`src/rtl/stochastic_addsub_array.sv`:
```
// stochastic_addsub_array: NUM_CH parallel stochastic scaled add/subtract lanes.
// Define SC_INTERNAL_SEL_EN to draw the shared select from an internal 16-bit LFSR.
module stochastic_addsub_array #(
    parameter int NUM_CH     = 4,
    parameter int BIT_LENGTH = 128,
    localparam int CNT_W     = $clog2(BIT_LENGTH + 1)
) (
    input  logic                    clk,
    input  logic                    rst_n,
    input  logic                    start_i,
    input  logic [NUM_CH-1:0]       mode_i,
    input  logic [NUM_CH-1:0]       a_i,
    input  logic [NUM_CH-1:0]       b_i,
    input  logic                    sel_i,
    input  logic                    bit_valid_i,
    output logic                    bit_ready_o,
    output logic [NUM_CH-1:0]       y_o,
    output logic                    y_valid_o,
    output logic [NUM_CH*CNT_W-1:0] count_o,
    output logic                    busy_o,
    output logic                    done_o
);

    typedef enum logic [1:0] {
        IDLE = 2'd0,
        RUN  = 2'd1,
        DONE = 2'd2
    } state_t;

    localparam logic [CNT_W-1:0] LAST_IDX = CNT_W'(BIT_LENGTH - 1);
    localparam logic [CNT_W-1:0] CNT_MAX  = CNT_W'(BIT_LENGTH);

    state_t            state_q;
    state_t            state_d;
    logic              in_run;
    logic              accept;
    logic              start_acc;
    logic              last_bit;
    logic              sel;
    logic [CNT_W-1:0]  idx_q;
    logic [NUM_CH-1:0] mode_q;
    logic [NUM_CH-1:0] y_d;
    logic [NUM_CH-1:0] y_q;
    logic              y_valid_q;
    logic [CNT_W-1:0]  cnt_q [NUM_CH];

    assign in_run    = (state_q == RUN);
    assign accept    = in_run && bit_valid_i;
    assign start_acc = start_i && !in_run;
    assign last_bit  = accept && (idx_q == LAST_IDX);

`ifdef SC_INTERNAL_SEL_EN
    localparam logic [15:0] LFSR_SEED = 16'hACE1;

    logic [15:0] lfsr_q;
    logic        lfsr_fb;
    logic        unused_sel_i;

    // Fibonacci taps 16,14,13,11 in right-shift orientation
    assign lfsr_fb      = lfsr_q[0] ^ lfsr_q[2] ^ lfsr_q[3] ^ lfsr_q[5];
    assign sel          = lfsr_q[0];
    assign unused_sel_i = sel_i;

    always_ff @(posedge clk or negedge rst_n) begin
        if (!rst_n) begin
            lfsr_q <= LFSR_SEED;
        end else if (start_acc) begin
            lfsr_q <= LFSR_SEED;
        end else if (accept) begin
            lfsr_q <= {lfsr_fb, lfsr_q[15:1]};
        end
    end
`else
    assign sel = sel_i;
`endif

    always_ff @(posedge clk or negedge rst_n) begin
        if (!rst_n) begin
            state_q <= IDLE;
        end else begin
            state_q <= state_d;
        end
    end

    always_comb begin
        state_d = state_q;
        unique case (state_q)
            IDLE: if (start_i) state_d = RUN;
            RUN:  if (last_bit) state_d = DONE;
            DONE: if (start_i) state_d = RUN;
            default: state_d = IDLE;
        endcase
    end

    // subtract lanes invert b so the mux yields bipolar (a-b)/2
    always_comb begin
        y_d = '0;
        for (int c = 0; c < NUM_CH; c++) begin
            if (sel) begin
                y_d[c] = a_i[c];
            end else begin
                y_d[c] = b_i[c] ^ mode_q[c];
            end
        end
    end

    always_ff @(posedge clk or negedge rst_n) begin
        if (!rst_n) begin
            mode_q    <= '0;
            idx_q     <= '0;
            y_q       <= '0;
            y_valid_q <= 1'b0;
        end else begin
            y_valid_q <= accept;
            if (start_acc) begin
                mode_q <= mode_i;
                idx_q  <= '0;
            end else if (accept) begin
                idx_q <= idx_q + 1'b1;
                y_q   <= y_d;
            end
        end
    end

    for (genvar c = 0; c < NUM_CH; c++) begin : g_ch
        always_ff @(posedge clk or negedge rst_n) begin
            if (!rst_n) begin
                cnt_q[c] <= '0;
            end else if (start_acc) begin
                cnt_q[c] <= '0;
            end else if (accept && y_d[c] && (cnt_q[c] != CNT_MAX)) begin
                cnt_q[c] <= cnt_q[c] + 1'b1;
            end
        end

        assign count_o[c*CNT_W +: CNT_W] = cnt_q[c];
    end

    assign bit_ready_o = in_run;
    assign busy_o      = in_run;
    assign done_o      = (state_q == DONE);
    assign y_o         = y_q;
    assign y_valid_o   = y_valid_q;

endmodule

```
`config.mk`:
```
export PLATFORM = sky130hd
export DESIGN_NAME = stochastic_addsub_array
export DESIGN_NICKNAME = d
export VERILOG_FILES = /design/src/rtl/stochastic_addsub_array.sv
export SDC_FILE = /design/constraint.sdc
export NUM_CORES = 1
export LEC_CHECK = 0
export CAP_MARGIN = 0
export CORE_ASPECT_RATIO = 0.6
export CORE_UTILIZATION = 35
export DETAILED_ROUTE_END_ITERATION = 8
export PLACE_DENSITY = 0.56
export SETUP_SLACK_MARGIN = 0.1
export SLEW_MARGIN = 20
export SYNTH_ARGS = -nofsm -noshare
export SYNTH_HDL_FRONTEND = slang
export SYNTH_SLANG_ARGS = --single-unit
```
`constraint.sdc`:
```
create_clock -name clk -period 2.19 [get_ports clk]
set_input_delay 0.438 -clock clk [delete_from_list [all_inputs] [get_ports clk]]
set_output_delay 0.438 -clock clk [all_outputs]
set_load 0.05 [all_outputs]
```
==> results.py, run 1 <==
metrics = {
    "pwr": {
        "irDropWorstVdd_mv": 0.633,
        "power.density_cell_area_nw_per_um2": 1090,
        "total_power_mw": 3.96,
        "p_leak_nw": 1.62,
    },
    "clock_tree": {
        "clk_transition_reported_paths_ns": 0.07,
        "worst_skew_late_latency_ns": 0.29,
        "cts.sink_count": 51,
        "cts_buffers": 5,
        "cts_max_path_buffers": 2,
        "cts_post_setup_buffers_inserted": 0,
        "clock_tree.htree_level_count": 2,
        "cts_root_buffer": "clkbuf_16",
        "tritoncts": "built",
    },
    "worst_setup_path": {
        "timing.critical_path.arrival_ns": 1.59,
        "cp_slowest_cell": "clkdlybuf4s50_1",
        "critical_path.max_stage_delay_ns": 0.85,
        "timing.setup.critical_path_class": "reg2out",
        "cp-endpoint": "count_o[18]",
        "critPathBufInv": 1,
        "critical_path.reg2reg.endpoint": "count_o[18]",
        "critical_path.top_delay_family": "buffers and inverters",
        "crit_cells": 1,
        "setup.worst_path.end_class": "output pin",
        "worst-path-max-fanout": 7,
        "rr_startpoint": "count_o[20]",
        "worstSetupStartpoint": "count_o[18]",
        "startpoint_type_of_the_worst_setup_path": "register",
        "ff2ff_path_depth": 4,
        "cp_data_required_time_ns": 1.75,
        "worstPathCellList": "clkdlybuf4s50_1",
        "ff2ff_setup_slack_ns": 0.56,
    },
    "route": {
        "vias": 2322,
        "drt_drc_violations_left": 0,
        "m1WireLength_um": 3610,
        "drt_first_iter_violations": 94,
        "met2RoutedLength_um": 2640,
        "wirelength_um": 6640,
        "topRoutingLayerUsed": "met4",
        "detail-route-antenna-nets": 0,
        "routedWlPerCell_um": 14.6,
        "tritonroute_pass_1_iters": 5,
        "drt-vias-per-instance": 5.09,
        "dr_wl_met3_um": 369,
    },
    "sta": {
        "period_share_pct": 92.5,
        "timing_hold_violations_final": 0,
        "skew_ns": 0.00599,
        "tns_ns": 0,
        "timing.slew.headroom_pct": 55.7,
        "final_max_slew_viol_count": 0,
        "fmaxAchievable_mhz": 494,
        "grt_setup_unrepaired": "no",
        "timing.final.ws_setup_ns": 0.164,
        "fin_crit_ns": 2.03,
        "final-setup-viol-count": 0,
        "timing_worst_slew_pin_value_ns": 0.664,
    },
    "yosys": {
        "yosys_warnings": 0,
        "syn-mean-instance-area_um2": 9.59,
        "synth_largest_type_area_fraction_pct": 47.4,
        "synth_seq_cells": 51,
        "synth.area.top_cells": "dfrtp_1 47%, nand2_1 5.9%, ha_1 4.2%",
        "syn_nets": 307,
        "synthesized_instance_count": 281,
        "ys_seq_area_share_pct": 47.4,
        "synthesis.area_um2": 2690,
        "postSynth.asyncResetShare_pct": 100,
        "synth_edf_count": 0,
        "synth_cell_types": 44,
        "post-synth-top-area-cell": "dfrtp_1",
        "postSynth.topFlopCell": "dfrtp_1",
    },
    "final_layout": {
        "flow.area_growth_from_synthesis_pct": 35.0,
        "antenna-diode-count": 0,
        "nFillCells": 691,
        "finish.net_count": 377,
        "final_layout_size_suffix_gt1_share_pct": 9.09,
    },
    "floorplanning": {
        "io_pins": 57,
        "die_w_um": 115,
        "die_span_in_y_um": 70.0,
        "floorplan.die_area_um2": 8060,
        "fp-row-count": 24,
        "initial_utilization_pct": 36.6,
        "core_region_area_um2": 7360,
    },
    "global_route": {
        "grt_antenna_before_repair": 0,
        "grt_use_total_pct": 17.7,
        "grt_max_degree": 52,
        "grt_pass1_vias": 2150,
        "grt_pass1_wl_um": 11000,
        "grt-ovfl-total": 0,
    },
    "flow_run": {
        "drv_cap": 0,
    },
    "place": {
        "place.port_buffers": 56,
        "pre_cts_ws_ns": 0.0527,
        "routabilityCongestion": 0.810,
        "dp_hpwl_um": 4710,
    },
    "worst_hold_path": {
        "timing.hold.worst.class": "in2async",
    },
    "outcome": {
        "result_of_the_run": "complete, no violations",
    },
}
## cell usage in the layout, fill, tap and decap left out, types with 2 or more instances in the layout
cell | Yosys | layout
xor2_1 | 6 | 6
clkdlybuf4s50_1 | 0 | 46
o2111ai_1 | 2 | 2
xnor2_1 | 2 | 2
clkbuf_8 | 0 | 2
ha_1 | 9 | 9
dlymetal6s2s_1 | 0 | 6
nor3_1 | 7 | 7
nand2_1 | 42 | 42
nand4_1 | 9 | 9
nor2_1 | 10 | 9
o41ai_1 | 2 | 2
mux2i_1 | 5 | 5
dfrtp_1 | 51 | 51
buf_4 | 2 | 14
nand2b_1 | 4 | 4
o22ai_1 | 2 | 2
or3_1 | 9 | 9
buf_12 | 0 | 2
o31ai_1 | 10 | 10
o21ai_0 | 16 | 16
a21oi_1 | 19 | 19
or4_1 | 5 | 5
o211a_1 | 3 | 3
nand3_1 | 15 | 15
o211ai_1 | 9 | 9
inv_1 | 15 | 15
a22o_1 | 2 | 2
and3_1 | 3 | 3
clkbuf_16 | 0 | 5
and4_1 | 2 | 2
## final cells by class
class	count	area, um^2	share of cell area [%]
multi-input combinational	208	1320	36.4
timing repair buffer	69	686	18.9
tap	104	130	3.58
clock buffer	8	156	4.30
inverter	16	65.1	1.79
sequential	51	1280	35.1
## metal layers
layer / GRT usage (%) / vias up
met5: 0 / -
met4: 3.03 / 0
li1: - / 1170
met2: 23.8 / 54
met1: 28.5 / 1093
met3: 4.34 / 5
## synth_stat cells, drive strengths merged (2+ instances only)
library cell and number:
clkbuf 3, mux2i 5, and3 3, dfrtp 51, nor2 10, nand3b 2
nand2b 4, nor3 8, and4 2, a22o 2, ha 9, or3 9
xor2 6, o21ai 16, o22ai 2, o211a 3, a21oi 19, o211ai 10
or4 5, o2111ai 4, buf 3, inv 15, nand2 42, o31ai 10
xnor2 2, o41ai 2, nand3 15, nand4 9
## power breakdown
group	switching, mW	internal (mW)	leakage, nW	total, mW
logic	1.06	0.602	0.881	1.66
registers	0.319	1.16	0.657	1.47
clock network	0.336	0.487	0.0772	0.823
## worst min-delay path by stage
stage | endpoint | from | depth (start not counted) | slack [ns]
after global routing | idx_q[3] | rst_n | 2 | 0.33
after detailed placement | y_o[1] | y_o[1] | 2 | 0.47
after CTS | idx_q[4] | rst_n | 2 | 0.30
after global placement | y_o[1] | y_o[1] | 2 | 0.46
after floorplan | count_o[0] | rst_n | 0 | 0.14
final | idx_q[5] | rst_n | 2 | 0.26
## sequential cells by signal, summed over array words and instances, names as in the netlist
name	flops
state_q	2
idx_q	8
y_valid_o	1
mode_q	4
y_o	4
count_o	32
## what timing repair did
item	4_1_cts	5_1_grt
gates resized for setup	0	6
endpoints found under the setup margin	0	6
hold buffers	0	0
## cells by family after synthesis
kind of cell / share of synthesized area, %
adder cells (fa/ha/maj): 4.18
flip-flops: 47.4
AND/OR/NAND/NOR: 21.8
buffers and inverters: 3.58
multiplexers: 1.86
AO/OA/AOI/OAI: 18.6
XOR/XNOR: 2.60
## through the flow
| stage | hold WS (ns) | area [um^2] | util, % | cells |
|---|---|---|---|---|
| 3_3_place_gp | 0.462 | 3470 | 47.1 | 448 |
| 5_1_grt | 0.327 | 3640 | 49.4 | 456 |
| 2_1_floorplan | 0.142 | 2690 | - | 281 |
| 4_1_cts | 0.303 | 3620 | 49.2 | 456 |
| 6_report | 0.263 | 3640 | 49.4 | 456 |
| 3_5_place_dp | 0.467 | 3470 | 47.1 | 448 |
(Power assumes the default switching activity.)
==> run 2: changes to the inputs <==
SKIP_CTS_REPAIR_TIMING = 1   (was not set)
==> results of run 2 <==
The final DEF is identical to that of run 1; final timing and power are the same.
==> run 3: changes to the inputs <==
clock period = 1.9 ns   (was 2.19 ns; I/O delays follow)
==> run 3 against run 2 <==
Effect of this change:
- final cell count grew 1.5%
- combinational power increased by 10%
- sequential cell count did not move
- critical path type is now in2reg
- highest routed layer unchanged
==> results.py, run 3 (same netlist as run 1, synthesis figures left out) <==
metrics = {
    "sta": {
        "timing.slew.headroom_pct": 66.7,
        "period_share_pct": 91.5,
        "final_max_slew_viol_count": 0,
        "final-setup-viol-count": 0,
        "timing_worst_slew_pin_value_ns": 0.499,
        "fmaxAchievable_mhz": 575,
        "tns_ns": 0,
        "fin_crit_ns": 1.74,
        "timing_hold_violations_final": 0,
        "skew_ns": 0.00433,
        "grt_setup_unrepaired": "no",
        "timing.final.ws_setup_ns": 0.161,
    },
    "clock_tree": {
        "worst_skew_late_latency_ns": 0.29,
        "cts_max_path_buffers": 2,
        "cts_root_buffer": "clkbuf_16",
        "cts_buffers": 5,
        "cts.sink_count": 51,
        "tritoncts": "built",
        "clk_transition_reported_paths_ns": 0.07,
        "clock_tree.htree_level_count": 2,
    },
    "pwr": {
        "power.switching_mw": 1.99,
        "p_int_mw": 2.52,
        "power.density_cell_area_nw_per_um2": 1230,
        "irDropWorstVdd_mv": 0.681,
        "switching_portion_of_total_power_pct": 44.2,
        "power.share.sequential_pct": 38.4,
        "p_leak_nw": 1.70,
        "pwr-share-clk_pct": 21.2,
        "total_power_mw": 4.51,
        "comb_power_share_pct": 40.4,
    },
    "global_route": {
        "grt_util_met1_pct": 29.4,
        "grt_pass1_vias": 2208,
        "grt_max_degree": 52,
        "gr-usage-met3_pct": 4.69,
        "grt_antenna_before_repair": 0,
        "grt_use_total_pct": 18.7,
        "grt_pass1_wl_um": 11600,
        "met2_usage_pct": 24.9,
        "grt-ovfl-total": 0,
        "global_route_hottest_layer": "met1",
    },
    "final_layout": {
        "largest_register_ffs": 32,
        "final_layout_size_suffix_gt1_share_pct": 22.6,
        "seqCellArea_um2": 1280,
        "final_common_cell": "buf_4",
        "multiInputGateArea_um2": 1370,
        "antenna-diode-count": 0,
        "nFillCells": 713,
        "flow.area_growth_from_synthesis_pct": 36.6,
        "layout.cells.most_common_list": "52 x buf_4, 51 x dfrtp_1, 42 x nand2_1",
        "finish.net_count": 384,
    },
    "route": {
        "wirelength_um": 7000,
        "drt-vias-per-instance": 5.15,
        "vias": 2383,
        "drt_drc_violations_left": 0,
        "drt_first_iter_violations": 139,
        "detail-route-antenna-nets": 0,
        "tritonroute_pass_1_iters": 5,
        "routedWlPerCell_um": 15.1,
    },
    "worst_hold_path": {
        "timing.hold.worst.class": "in2async",
    },
    "floorplanning": {
        "die_w_um": 115,
        "floorplan.die_area_um2": 8060,
        "initial_utilization_pct": 36.6,
        "fp-row-count": 24,
        "io_pins": 57,
        "core_region_area_um2": 7360,
        "die_span_in_y_um": 70.0,
    },
    "worst_setup_path": {
        "timing.critical_path.arrival_ns": 1.97,
        "startpoint_type_of_the_worst_setup_path": "input port",
        "timing.setup.critical_path_class": "in2reg",
        "worstSetupStartpoint": "b_i[3]",
        "ff2ff_setup_slack_ns": 0.25,
        "rr_startpoint": "count_o[19]",
        "setup.worst_path.end_class": "register",
        "worst-path-max-fanout": 6,
        "cp_data_required_time_ns": 2.13,
    },
    "place": {
        "routabilityCongestion": 0.848,
        "place.port_buffers": 56,
        "dp_hpwl_um": 5030,
        "pre_cts_ws_ns": -0.171,
    },
    "flow_run": {
        "drv_cap": 0,
    },
    "outcome": {
        "result_of_the_run": "complete, no violations",
    },
}
## run 3: cell count changes in the layout (fill, tap and decap cells not counted), sizes merged
| cell | change |
|---|---|
| buf | +41 |
| clkdlybuf4s50 | -32 |
| dlymetal6s2s | -2 |
## run 3: final timing paths
kind                       depth (start not counted)     endpoint
max                                                5  count_o[31]
min                                                2     idx_q[3]
max reg2reg                                        4  count_o[18]
min reg2reg                                        2       y_o[2]
max in group asynchronous                          2  count_o[10]
min in group clk                                   2       y_o[2]
## run 3: per-stage QoR
step | cell area (um^2) | util (%) | hold slack (ns) | std cells
3_5_place_dp | 3470 | 47.2 | 0.397 | 455
2_1_floorplan | 2690 | - | 0.0844 | 281
5_1_grt | 3680 | 50.0 | 0.0860 | 463
4_1_cts | 3630 | 49.3 | 0.0775 | 463
6_report | 3680 | 50.0 | 0.0515 | 463
3_3_place_gp | 3470 | 47.2 | 0.397 | 455
## run 3: critical path: stages
cell             delay, ns
clkdlybuf4s50_1       0.51
xor2_2                0.22
o2111ai_4             0.17
or4_4                 0.55
a21oi_2               0.14
## run 3: layer usage
metal	share of wire (%)	wire, um
met1	54	3760
met2	41	2850
met3	5.3	374
met4	0.27	19
met5	0	0
## run 3: area by class of cell
type	instances	area share, %
inverter	16	1.77
clock buffer	8	4.25
multi-input combinational	208	37.2
sequential	51	34.7
tap	104	3.54
timing repair buffer	76	18.6
## run 3: power groups by stage
stage | logic (mW) | clock network [mW] | registers, mW
2_1_floorplan | 0.558 | 0 | 2.36
3_3_place_gp | 1.81 | 0 | 1.74
3_5_place_dp | 1.82 | 0 | 1.74
4_1_cts | 1.83 | 0.982 | 1.73
5_1_grt | 1.97 | 1.03 | 1.79
6_report | 1.83 | 0.958 | 1.73
